File: config.mk
export PLATFORM = sky130hd
export DESIGN_NAME = l1_wb_arbiter
export DESIGN_NICKNAME = d
export VERILOG_FILES = /design/src/rtl/l1_wb_arbiter_pkg.sv /design/src/rtl/wb_rr_arb2.sv /design/src/rtl/l1_wb_arbiter.sv
export SDC_FILE = /design/constraint.sdc
export NUM_CORES = 1
export LEC_CHECK = 0
export CAP_MARGIN = 20
export CELL_PAD_IN_SITES_DETAIL_PLACEMENT = 0
export CELL_PAD_IN_SITES_GLOBAL_PLACEMENT = 1
export CORE_MARGIN = 3
export CORE_UTILIZATION = 21
export CTS_CLUSTER_SIZE = 16
export DETAILED_ROUTE_END_ITERATION = 7
export PLACE_DENSITY_LB_ADDON = 0.25
export SLEW_MARGIN = 20
export SYNTH_ARGS = -nofsm -noshare
export SYNTH_HDL_FRONTEND = slang
export SYNTH_SLANG_ARGS = --single-unit
File: constraint.sdc
create_clock -name clk -period 3.4 [get_ports clk]
set_input_delay 0.68 -clock clk [delete_from_list [all_inputs] [get_ports clk]]
set_output_delay 0.68 -clock clk [all_outputs]
set_load 0.005 [all_outputs]
File: src/rtl/l1_wb_arbiter_pkg.sv
// Shared cache-side definitions for the L1 Wishbone arbiter.
// Holds FSM state encoding, grant ids and burst-length helpers.
package l1_wb_arbiter_pkg;

    typedef enum logic [1:0] {
        S_IDLE   = 2'd0,
        S_GNT_IC = 2'd1,
        S_GNT_DC = 2'd2
    } arb_state_t;

    typedef enum logic {
        ID_IC = 1'b0,
        ID_DC = 1'b1
    } gnt_id_t;

    // A zero burst length still moves one beat.
    localparam logic [9:0] BL_ZERO_BEATS = 10'd1;

    function automatic logic [9:0] bl_beats(input logic [9:0] bl);
        return (bl == 10'd0) ? BL_ZERO_BEATS : bl;
    endfunction

endpackage

File: src/rtl/wb_rr_arb2.sv
// Two-way round-robin pick between icache and dcache requests.
// Ports: clk/rst; req_ic_i/req_dc_i requests; take_i commits the pick;
// valid_o any request present; gnt_o the master that wins now.
module wb_rr_arb2
    import l1_wb_arbiter_pkg::*;
(
    input  logic    clk,
    input  logic    rst,
    input  logic    req_ic_i,
    input  logic    req_dc_i,
    input  logic    take_i,
    output logic    valid_o,
    output gnt_id_t gnt_o
);

    gnt_id_t last_q;

    always_comb begin
        valid_o = req_ic_i | req_dc_i;
        gnt_o   = ID_IC;
        if (req_ic_i && req_dc_i) begin
            // On a tie the master that did not win last time goes first.
            if (last_q == ID_DC) gnt_o = ID_IC;
            else                 gnt_o = ID_DC;
        end else if (req_dc_i) begin
            gnt_o = ID_DC;
        end
    end

    always_ff @(posedge clk or posedge rst) begin
        if (rst) begin
            last_q <= ID_DC;
        end else if (take_i && valid_o) begin
            last_q <= gnt_o;
        end
    end

endmodule

File: src/rtl/l1_wb_arbiter.sv
// Arbitrates icache and dcache Wishbone masters onto one memory port.
// Ports: ic_*/dc_* master side (cyc/stb/we/bry/adr/bl, dc write data,
// ack/err/dat responses); wb_* memory side; clk, async active-high rst.
module l1_wb_arbiter
    import l1_wb_arbiter_pkg::*;
#(
    parameter int unsigned ADDR_LEN = 32,
    parameter int unsigned DATA_LEN = 32,
    parameter int unsigned TIMEOUT  = 1023
) (
    input  logic                clk,
    input  logic                rst,
    input  logic                ic_cyc_i,
    input  logic                ic_stb_i,
    input  logic                ic_we_i,
    input  logic                ic_bry_i,
    input  logic [ADDR_LEN-1:0] ic_adr_i,
    input  logic [9:0]          ic_bl_i,
    output logic                ic_ack_o,
    output logic                ic_err_o,
    output logic [DATA_LEN-1:0] ic_dat_o,
    input  logic                dc_cyc_i,
    input  logic                dc_stb_i,
    input  logic                dc_we_i,
    input  logic                dc_bry_i,
    input  logic [ADDR_LEN-1:0] dc_adr_i,
    input  logic [9:0]          dc_bl_i,
    input  logic [DATA_LEN-1:0] dc_dat_i,
    output logic                dc_ack_o,
    output logic                dc_err_o,
    output logic [DATA_LEN-1:0] dc_dat_o,
    output logic                wb_cyc_o,
    output logic                wb_stb_o,
    output logic                wb_we_o,
    output logic                wb_bry_o,
    output logic [ADDR_LEN-1:0] wb_adr_o,
    output logic [9:0]          wb_bl_o,
    output logic [DATA_LEN-1:0] wb_dat_o,
    input  logic                wb_ack_i,
    input  logic [DATA_LEN-1:0] wb_dat_i
);

    localparam int WDW = (TIMEOUT < 2) ? 1 : $clog2(TIMEOUT + 1);
    // Watchdog holds silent cycles already spent; the current one is +1.
    localparam logic [WDW-1:0] WD_LIM = WDW'(TIMEOUT - 1);

    arb_state_t     state_q;
    logic [9:0]     beat_q;
    logic [WDW-1:0] wd_q;

    logic    arb_valid;
    gnt_id_t arb_gnt;
    logic    granted;
    logic    m_cyc;
    logic    done;
    logic    abort;
    logic    tmo;

    wb_rr_arb2 u_rr (
        .clk      (clk),
        .rst      (rst),
        .req_ic_i (ic_cyc_i & ic_stb_i),
        .req_dc_i (dc_cyc_i & dc_stb_i),
        .take_i   (state_q == S_IDLE),
        .valid_o  (arb_valid),
        .gnt_o    (arb_gnt)
    );

    assign ic_dat_o = wb_dat_i;
    assign dc_dat_o = wb_dat_i;

    always_comb begin
        granted = 1'b0;
        m_cyc   = 1'b0;
        unique case (state_q)
            S_GNT_IC: begin
                granted = 1'b1;
                m_cyc   = ic_cyc_i;
            end
            S_GNT_DC: begin
                granted = 1'b1;
                m_cyc   = dc_cyc_i;
            end
            default: ;
        endcase
    end

    // A final ack wins over a same-cycle cyc drop; an ack resets the watchdog.
    assign done  = granted && wb_ack_i && (beat_q == 10'd1);
    assign abort = granted && !m_cyc && !done;
    assign tmo   = granted && m_cyc && !wb_ack_i && (wd_q == WD_LIM);

    always_comb begin
        wb_cyc_o = 1'b0;
        wb_stb_o = 1'b0;
        wb_we_o  = 1'b0;
        wb_bry_o = 1'b0;
        wb_adr_o = '0;
        wb_bl_o  = '0;
        wb_dat_o = '0;
        ic_ack_o = 1'b0;
        ic_err_o = 1'b0;
        dc_ack_o = 1'b0;
        dc_err_o = 1'b0;
        unique case (state_q)
            S_GNT_IC: begin
                wb_cyc_o = ic_cyc_i & ~tmo;
                wb_stb_o = ic_stb_i;
                wb_we_o  = ic_we_i;
                wb_bry_o = ic_bry_i;
                wb_adr_o = ic_adr_i;
                wb_bl_o  = ic_bl_i;
                ic_ack_o = wb_ack_i;
                ic_err_o = tmo;
            end
            S_GNT_DC: begin
                wb_cyc_o = dc_cyc_i & ~tmo;
                wb_stb_o = dc_stb_i;
                wb_we_o  = dc_we_i;
                wb_bry_o = dc_bry_i;
                wb_adr_o = dc_adr_i;
                wb_bl_o  = dc_bl_i;
                wb_dat_o = dc_dat_i;
                dc_ack_o = wb_ack_i;
                dc_err_o = tmo;
            end
            default: ;
        endcase
    end

    always_ff @(posedge clk or posedge rst) begin
        if (rst) begin
            state_q <= S_IDLE;
            beat_q  <= '0;
            wd_q    <= '0;
        end else begin
            unique case (state_q)
                S_IDLE: begin
                    if (arb_valid) begin
                        wd_q <= '0;
                        if (arb_gnt == ID_IC) begin
                            state_q <= S_GNT_IC;
                            beat_q  <= bl_beats(ic_bl_i);
                        end else begin
                            state_q <= S_GNT_DC;
                            beat_q  <= bl_beats(dc_bl_i);
                        end
                    end
                end
                S_GNT_IC, S_GNT_DC: begin
                    if (done || abort || tmo) begin
                        state_q <= S_IDLE;
                        beat_q  <= '0;
                        wd_q    <= '0;
                    end else if (wb_ack_i) begin
                        beat_q <= beat_q - 10'd1;
                        wd_q   <= '0;
                    end else begin
                        wd_q <= wd_q + WDW'(1);
                    end
                end
                default: begin
                    state_q <= S_IDLE;
                end
            endcase
        end
    end

endmodule

==> impl_results.md, run 1 <==
- RSZ-0062 raised after global routing: false
- Root Driver: clkbuf_16
- Setup TNS: 0 ps
- Fin Clk Skew: approximately 3.6 ps
- Worst Setup SP: wb_ack_i
- CP required: 2720 ps
- Commonest cells in the netlist: buf_4, a22oi_1, nor2b_1, and2_1, dfrtp_1
- Overall Global Routing Usage: 16.0%
- Routed WL: around 14000 um
- Initial antenna violation count: 0
- CP max stage cell: clkdlybuf4s50_1
- Endpoints failing setup: 0
- Clk_lat worst skew: around 260 ps
- Max incr delay on CP: 500 ps
- Top cells by area, synth: dfrtp_1, buf_4, a22oi_1
- Final instance area: 0.00499 mm^2
- Synth Area in Compound Gates: approximately 23%
- Crit-path max FO: 3
- Mux cell area share after synthesis: 2.60%
- CP most frequent cell: clkdlybuf4s50_1
- Routed length per placed instance: a little under 20 um
- Slew margin rel.: between 50% and 60%
- Synth Area in Simple Gates: 30.0%
- DR pass1 iterations: 4
- Initial DRC Count: 129
- Worst slew pin tran: approximately 730 ps
- Diodes inserted: 0
- Main combinational cell family by area after synthesis: simple AND/OR/NAND/NOR gates
- DRC Markers: 0
- First-pass GRT wire length: 20600 um
- Share of the synthesized area in the top cell type: 17.9%
- DP Wirelength: 10900 um
- Leak: 0.00178 uW
- Hold/Removal Path Class: reg2reg
- Fin cells: 706
- Outcome: finished, final reports clean
- Filler instances: roughly 1.5k
- Pwr Density: 491 mW/mm^2
- ANT nets after route: 0
- Top_reg_cell synth: dfrtp_1
- Cell Area, Synth: 0.00308 mm^2
- Clk pin slew, worst setup/hold paths: 60 ps
- Post-synthesis cell count: 393
- DIE AREA: 0.0162 mm^2
- Nets: between 600 and 700
- Routed vias/inst: 4.86
- Num ports: 305
- Starting density of the core: 21.9%
- Critical-path cell list: clkdlybuf4s50_1 > nand4b_1 > or4_4 > nor2_2 > and2_1 > clkdlybuf4s50_1
- Max-Cap Viols: 0
- Die W: 127 um
- Period utilisation layout: between 90 and 100%
- Layout area overhead: 61.9%
- Minimum clock period: around 3300 ps
- Reg-to-Reg Start: state_q[1]
- Hold Path Origin: beat_q[6]
- Fmax achieved: between 0.3 and 0.4 GHz
- Post-synth EDFFs: 0
- Clk buf depth: 2
- Setup CP Type: in2out
- Adder-cell share of the synthesized area: 3.25%
- Most common cell in the netlist: buf_4
- Vias in the first global route: 3550
- Asr flop ratio synth: 100%
- GRT overflow: 0
- CP Capture Type: output pin
- Arr. time, crit path: 2610 ps
- Startpoint class of the critical path: input port
- Post-synthesis xor/xnor area fraction: 1.71%
- Via Count: 3430
- Slew Viols, Final: 0
- Seq cells post-synth: 23
- Share of cells above drive strength 1: 5.13%
- Peak supply drop: 0.289 mV
- Syn nets: 560
- Mapped Avg Cell Area: 7.84 um^2
- Dominant cell type by area after synthesis: dfrtp_1
- I/O Buffers: about 210
- Final hold vios: 0
- Std cell rows: 43
- Warnings from Yosys: 0
- CTS tree: yes
- Total CTS buffers: 3
- Core Area: 0.0141 mm^2
- Global placement routability congestion: roughly 0.8
- H-tree levels: 1
- DP Cell Count: 701
- Synth cell types: 54
- Cell Area, Placed: a little under 0.005 mm^2
- Sink Count: 23
- Die height: roughly 130 um
- Largest net degree at the start of global routing: 61
- Sequential area share after synthesis: 18.7%
[final timing paths]
check	slack, ps	cells past startpoint	endpoint
max reg2reg	750	8	beat_q[9]
min reg2reg	500	1	beat_q[6]
min	500	1	beat_q[6]
max	110	6	dc_err_o
max in group asynchronous	2230	3	u_rr.last_q
min in group asynchronous	680	2	beat_q[3]
[cell type report]
class	count	area [um^2]	area share [%]
Inverter	7	26.3	0.527
Tap cell	180	225	4.51
Multi-Input combinational cell	274	1880	37.7
Timing Repair Buffer	218	2200	44.1
Sequential cell	23	577	11.6
Clock buffer	4	78.8	1.58
[state kept, by name (all words and copies together) (netlist names)]
| register | flops |
|---|---|
| u_rr.last_q | 1 |
| beat_q | 10 |
| state_q | 2 |
| wd_q | 10 |
[cells by family (layout without fill, tap and decap cells)]
kind of cell | count (synthesis) | in the layout
adder cells (fa/ha/maj) | 8 | 8
AND/OR/NAND/NOR | 153 | 153
XOR/XNOR | 6 | 6
buffers and inverters | 96 | 229
AO/OA/AOI/OAI | 99 | 99
flip-flops | 23 | 23
multiplexers | 8 | 8
[through the flow]
step | worst slack [ps] | hold WS (ps) | power, uW | util (%)
after floorplan | 987 | 467 | 1450 | -
after global placement | 33.5 | 486 | 2180 | 34.6
after detailed placement | 25.2 | 486 | 2210 | 34.6
after CTS | 23.7 | 505 | 2470 | 35.2
after global routing | 28.9 | 531 | 2660 | 35.4
final | 114 | 503 | 2450 | 35.4
[worst max-delay path: cells and delay by family]
family / cells / cell delay, ps
and+or+nand+nor: 4 / 990
buffers and inverters: 2 / 930
[per-layer routing]
layer / GRT usage [%] / share of wire (%)
met1: 20.4 / 42
met2: 26.4 / 48
met3: 4.64 / 8.1
met4: 4.61 / 2.5
met5: 0 / 0
[placed cells by master (no fill, tap or decap), types with 6 or more instances in the layout]
| master | count |
|---|---|
| dfrtp_1 | 22 |
| inv_1 | 7 |
| nand2_1 | 6 |
| nand3_1 | 7 |
| mux2i_1 | 8 |
| and2_1 | 38 |
| a22oi_1 | 47 |
| nor2b_1 | 46 |
| clkdlybuf4s50_1 | 208 |
| ha_1 | 6 |
| buf_4 | 7 |
| a22o_1 | 6 |
| o21ai_1 | 10 |
| nor2_1 | 12 |
| o21ai_0 | 9 |
| a21oi_1 | 6 |
| nand4_1 | 6 |
| nor3_1 | 11 |
[report_power, final]
| group | total [uW] | internal (uW) | switching (uW) |
|---|---|---|---|
| clock network | 260 | 160 | 99.6 |
| registers | 431 | 352 | 79.4 |
| logic | 1760 | 919 | 839 |
[what timing repair did]
item / in CTS / in global routing
hold buffers: 0 / 0
buffers inserted: 0 / 0
endpoints found under the setup margin: 0 / 2
resized for setup: 0 / 1
(Power assumes the default switching activity.)
==> inputs of run 2 (changes only) <==
--- a/config.mk
+++ b/config.mk
@@ -12,7 +12,7 @@
 export CORE_UTILIZATION = 21
 export CTS_CLUSTER_SIZE = 16
 export DETAILED_ROUTE_END_ITERATION = 7
-export PLACE_DENSITY_LB_ADDON = 0.25
+export PLACE_DENSITY_LB_ADDON = 0.08
 export SLEW_MARGIN = 20
 export SYNTH_ARGS = -nofsm -noshare
 export SYNTH_HDL_FRONTEND = slang
==> run 2 against run 1 <==
  * Cell count is 0.28% higher
  * Clock skew is 0.62 ps lower
  * Largest cell class unchanged
  * Total power fell by 0.58%
  * First-iteration DRC count down 12%
  * Critical endpoint unchanged
==> impl_results.md, run 2 (synthesis results as in run 1) <==
- Outcome: finished, final reports clean
- DRC Markers: 0 (unchanged)
- Die W: 127 um (unchanged)
- Crit-path max FO: 3 (unchanged)
- Post-Route Utilization: 35.4% (-0.035 points)
- Global placement routability congestion: 0.823 (+0.77%)
- Clk pin slew, worst setup/hold paths: 60 ps (about the same)
- CTS Hold Buffers Added: 0 (unchanged)
- Layout area overhead: 61.8%
- Hold Path Origin: beat_q[6]
- Hold/Removal Path Class: reg2reg
- CTS tree: yes
- Pwr Density: 488 mW/mm^2 (-0.48%)
- CP required: 2720 ps (about the same)
- Final instance area: 0.00498 mm^2 (-0.10%)
- First-pass GRT wire length: 20300 um (-1.3%)
- Total CTS buffers: 3 (unchanged)
- Setup CP Type: in2out
- DP Wirelength: 11000 um (+0.49%)
- Overall Global Routing Usage: 15.8% (-0.24 points)
- Die height: 127 um (unchanged)
- Fmax achieved: 0.304 GHz (about the same)
- Peak supply drop: 0.248 mV (-14%)
- Clk buf depth: 2 (unchanged)
- Via Count: 3373 (-1.7%)
- Worst slew pin tran: 696 ps (-36.6 ps)
- Sink Count: 23 (unchanged)
- Leak: 0.00178 uW (about the same)
- DR pass1 iterations: 4 (unchanged)
- Clk_lat worst skew: 260 ps (about the same)
- Diodes inserted: 0 (unchanged)
- Startpoint class of the critical path: input port
- Endpoints failing setup: 0 (unchanged)
- Share of cells above drive strength 1: 5.49% (+0.36 points)
- Max-Cap Viols: 0 (unchanged)
- Slew margin rel.: 53.2% (+2.5 points)
- Starting density of the core: 21.9% (unchanged)
- Largest net degree at the start of global routing: 81 (+33%)
- RSZ-0062 raised after global routing: false
- Vias in the first global route: 3349 (-5.7%)
- Commonest non-fill, non-tap cell in the layout: clkdlybuf4s50_1
- Routed length per placed instance: 19.5 um (+0.33%)
- Arr. time, crit path: 2600 ps (about the same)
- Nets: 696 (+0.29%)
- Largest registers: beat_q (10), wd_q (10), state_q (2)
- Reg-to-Reg Start: state_q[1]
- Period utilisation layout: 96.6% (about the same)
- Core Area: 0.0141 mm^2 (unchanged)
- Worst Setup SP: wb_ack_i
- Routed vias/inst: 4.76 (-1.9%)
- DIE AREA: 0.0162 mm^2 (unchanged)
- Setup Fix Bufs, Post-CTS: 0 (unchanged)
- Routed WL: 13800 um (+0.61%)
- Final Worst Setup Slack: 116 ps (+1.55 ps)
- Cell Area, Placed: 0.00488 mm^2 (about the same)
- Slew Viols, Final: 0 (unchanged)
- Num ports: 305 (unchanged)
- I/O Buffers: 208 (unchanged)
- Initial DRC Count: 113 (-12%)
- Filler instances: 1481 (+0.68%)
- H-tree levels: 1 (unchanged)
- Root Driver: clkbuf_16
- Final hold vios: 0 (unchanged)
- Initial antenna violation count: 0 (unchanged)
- ANT nets after route: 0 (unchanged)
- Fin Clk Skew: 2.98 ps (-0.622 ps)
- Minimum clock period: 3280 ps (-1.55 ps)
- CP Capture Type: output pin
- Commonest non-fill, non-tap cells in the layout: clkdlybuf4s50_1, a22oi_1, nor2b_1
- Std cell rows: 43 (unchanged)
- Post-placement worst setup slack: -64.1 ps (-89.3 ps)
- GRT overflow: 0 (unchanged)
- Total power: 2430 uW (-0.58%)
-- run 2: cell types whose count changed in the layout (fill, tap and decap cells not counted) --
cell,previous run,this run
buf_8,0,1
buf_12,2,1
nor2_4,0,1
buf_16,1,0
nor2_2,2,1
buf_4,7,10
-- run 2: layer usage --
| layer | part of all wire [%] | GRT usage (%) |
|---|---|---|
| met2 | 51 | 28.1 |
| met5 | 0 | 0 |
| met4 | 0.20 | 1.51 |
| met1 | 40 | 19.0 |
| met3 | 9.3 | 5.48 |
-- run 2: report_power, final --
part | switching [uW] | internal, uW
sequential | 78.2 | 352
clock | 101 | 160
combinational | 839 | 904
-- run 2: final timing paths --
path	end	slack, ps	cells after the start
min in group asynchronous	beat_q[6]	750	2
max reg2reg	beat_q[9]	730	7
max in group asynchronous	state_q[0]	2190	3
min	beat_q[6]	500	1
min reg2reg	beat_q[6]	500	1
max	dc_err_o	120	6
-- run 2: worst max-delay path: stages --
cell and delay, ps:
clkdlybuf4s50_1 450, nand4b_1 210, or4_4 460, nor2_4 170, and2_1 140, clkdlybuf4s50_1 490
-- run 2: area by class of cell --
cell class,count,area (um^2),area share [%]
Inverter,7,26.3,0.527
Multi-Input combinational cell,274,1890,37.8
Tap cell,180,225,4.52
Sequential cell,23,577,11.6
Clock buffer,4,78.8,1.58
Timing Repair Buffer,220,2190,44.0
-- run 2: repair_timing --
item | 4_1_cts | 5_1_grt
setup endpoints to repair | 3 | 3
pin swaps | 0 | 0
gates resized for setup | 1 | 1
-- run 2: stage by stage --
stage                     setup TNS (ps)  hold WS, ps  std cells
after detailed placement            -171          492        703
final                                  0          502        708
after global routing                   0          530        708
after floorplan                        0          467        393
after CTS                              0          510        707
after global placement             -94.3          488        703
==> inputs of run 3 (changes only) <==
--- a/config.mk
+++ b/config.mk
@@ -13,6 +13,7 @@
 export CTS_CLUSTER_SIZE = 16
 export DETAILED_ROUTE_END_ITERATION = 7
 export PLACE_DENSITY_LB_ADDON = 0.08
+export SETUP_SLACK_MARGIN = 0.15
 export SLEW_MARGIN = 20
 export SYNTH_ARGS = -nofsm -noshare
 export SYNTH_HDL_FRONTEND = slang
==> run 3 against run 2 <==
  * Flip-flop and latch count unchanged
  * Utilization grew 0.28 points
  * Sequential share of layout area shrank 0.089 points
  * Sequential power about the same
  * Critical path depth up 1
  * Clock power is essentially flat
  * Combinational power up 2%
  * Setup slack improved by 180 ps
  * First-iteration DRC count down 1.8%
  * Clock skew hardly changed
  * Worst hold slack about the same
  * Highest routed layer unchanged
==> impl_results.md, run 3 (synthesis results as in run 1) <==
- Reg-to-Reg End: beat_q[9]
- Leak: 0.00180 uW (+0.97%)
- Num ports: 305 (unchanged)
- Setup CP Type: reg2out
- Core Area: 0.0141 mm^2 (unchanged)
- Outcome: finished, final reports clean
- Overall Global Routing Usage: 15.8% (about the same)
- Share of cells above drive strength 1: 6.40% (+0.91 points)
- CP Capture Type: output pin
- Worst reg-to-reg path cell count: 7 (unchanged)
- CP required: 2720 ps (about the same)
- ANT nets after route: 0 (unchanged)
- Reg-to-Reg Start: state_q[1]
- Fin Clk Skew: 3.03 ps (+0.0438 ps)
- Crit-path max FO: 4 (+1)
- First-pass GRT wire length: 20300 um (about the same)
- Layout area overhead: 63.0%
- Worst slew pin tran: 696 ps (unchanged)
- Final Worst Setup Slack: 295 ps (+179 ps)
- Startpoint class of the critical path: flip-flop
- Cell depth of the worst setup path: 7 (+1)
- Final instance area: 0.00502 mm^2 (+0.78%)
- Final hold vios: 0 (unchanged)
- DIE AREA: 0.0162 mm^2 (unchanged)
- Root Driver: clkbuf_16
- Arr. time, crit path: 2430 ps (-170 ps)
- CP endpoint: dc_err_o
- Clk pin slew, worst setup/hold paths: 60 ps (about the same)
- Slew Viols, Final: 0 (unchanged)
- Starting density of the core: 21.9% (unchanged)
- Diodes inserted: 0 (unchanged)
- CTS tree: yes
- Global placement routability congestion: 0.823 (unchanged)
- DP Wirelength: 11000 um (unchanged)
- Total CTS buffers: 3 (unchanged)
- Die W: 127 um (unchanged)
- Buf/Inv on CP: 2 (unchanged)
- Peak supply drop: 0.251 mV (+1.2%)
- DR pass1 iterations: 4 (unchanged)
- Minimum clock period: 3110 ps (-179 ps)
- Clk buf depth: 2 (unchanged)
- Via Count: 3389 (+0.47%)
- Commonest non-fill, non-tap cell in the layout: clkdlybuf4s50_1
- Largest registers: beat_q (10), wd_q (10), state_q (2)
- I/O Buffers: 208 (unchanged)
- RSZ-0062 raised after global routing: false
- R2R setup slack: 740 ps (about the same)
- Pwr Density: 492 mW/mm^2 (+0.70%)
- CP max stage cell: clkdlybuf4s50_1
- Hold/Removal Path Class: reg2reg
- Post-placement worst setup slack: -64.1 ps (unchanged)
- Routed WL: 13900 um (+0.41%)
- GRT overflow: 0 (unchanged)
- CP top delay family: simple AND/OR/NAND/NOR gates
- Endpoints failing setup: 0 (unchanged)
- Clk_lat worst skew: 260 ps (about the same)
- Worst Setup SP: state_q[1]
- Die height: 127 um (unchanged)
- H-tree levels: 1 (unchanged)
- Commonest non-fill, non-tap cells in the layout: clkdlybuf4s50_1, a22oi_1, nor2b_1
- Routed vias/inst: 4.77 (about the same)
- Setup TNS: 0 ps (unchanged)
- Vias in the first global route: 3349 (unchanged)
- Routed length per placed instance: 19.5 um (about the same)
- DRC Markers: 0 (unchanged)
- Period utilisation layout: 91.3% (-5.3 points)
- Max-Cap Viols: 0 (unchanged)
- Initial antenna violation count: 0 (unchanged)
- Initial DRC Count: 111 (-1.8%)
- Total power: 2470 uW (+1.5%)
- Max incr delay on CP: 490 ps (about the same)
- Critical-path cell list: inv_1 > ha_4 > nand4b_1 > or4_4 > nor2_4 > and2_1 > clkdlybuf4s50_1
- Slew margin rel.: 53.2% (unchanged)
- Fmax achieved: 0.322 GHz (+5.8%)
- Sink Count: 23 (unchanged)
- Std cell rows: 43 (unchanged)
- Largest net degree at the start of global routing: 81 (unchanged)
- Cell Area, Placed: 0.00488 mm^2 (unchanged)
- Post-Route Utilization: 35.6% (+0.28 points)
- Nets: 699 (+0.43%)
run 3: layout make-up:
cell class / instances / area, um^2
clock buffer: 4 / 78.8
fill: 1482 / 9070
inverter: 7 / 26.3
multi-input combinational: 274 / 1900
sequential: 23 / 577
tap: 180 / 225
timing repair buffer: 223 / 2210
run 3: report_power, final:
| part | leakage, uW | switching, uW | internal, uW |
|---|---|---|---|
| logic | 0.00146 | 850 | 929 |
| clock network | 0.0000382 | 101 | 160 |
| registers | 0.000301 | 78.7 | 352 |
| total | 0.00180 | 1030 | 1440 |
run 3: worst reg2reg max path, delay by kind of cell, from the launching register on:
kind,cells,cell delay [ps]
simple gates,3,900
flops,1,400
buf+inv,2,570
fa+ha+maj,1,280
compound gates,1,410
run 3: worst min path at each step:
stage / start / to / slack, ps / depth (start not counted)
floorplan: beat_q[6] / beat_q[6] / 470 / 1
detailed placement: beat_q[6] / beat_q[6] / 490 / 1
finish: beat_q[6] / beat_q[6] / 500 / 1
global placement: beat_q[6] / beat_q[6] / 490 / 1
global route: beat_q[6] / beat_q[6] / 530 / 1
CTS: beat_q[6] / beat_q[6] / 510 / 1
run 3: through the flow:
step / std cells / hold slack (ps)
2_1_floorplan: 393 / 467
3_3_place_gp: 703 / 488
3_5_place_dp: 703 / 492
4_1_cts: 708 / 510
5_1_grt: 711 / 530
6_report: 711 / 502
run 3: timing repair:
action | in CTS | in global routing
hold endpoints to repair | 0 | 0
endpoints found under the setup margin | 3 | 2
setup buffers | 1 | 2
hold buffers | 0 | 0
resized for setup | 3 | 2
pin swaps | 1 | 1
run 3: layer usage:
metal  vias to the layer above  wire length [um]  part of all wire [%]  track usage, %
met5                         -                 0                     0               0
met2                       162              7000                    50            28.1
met4                         0                27                  0.19            1.51
met3                         8              1320                   9.5            5.48
li1                       1618                 -                     -               -
met1                      1601              5530                    40            19.0
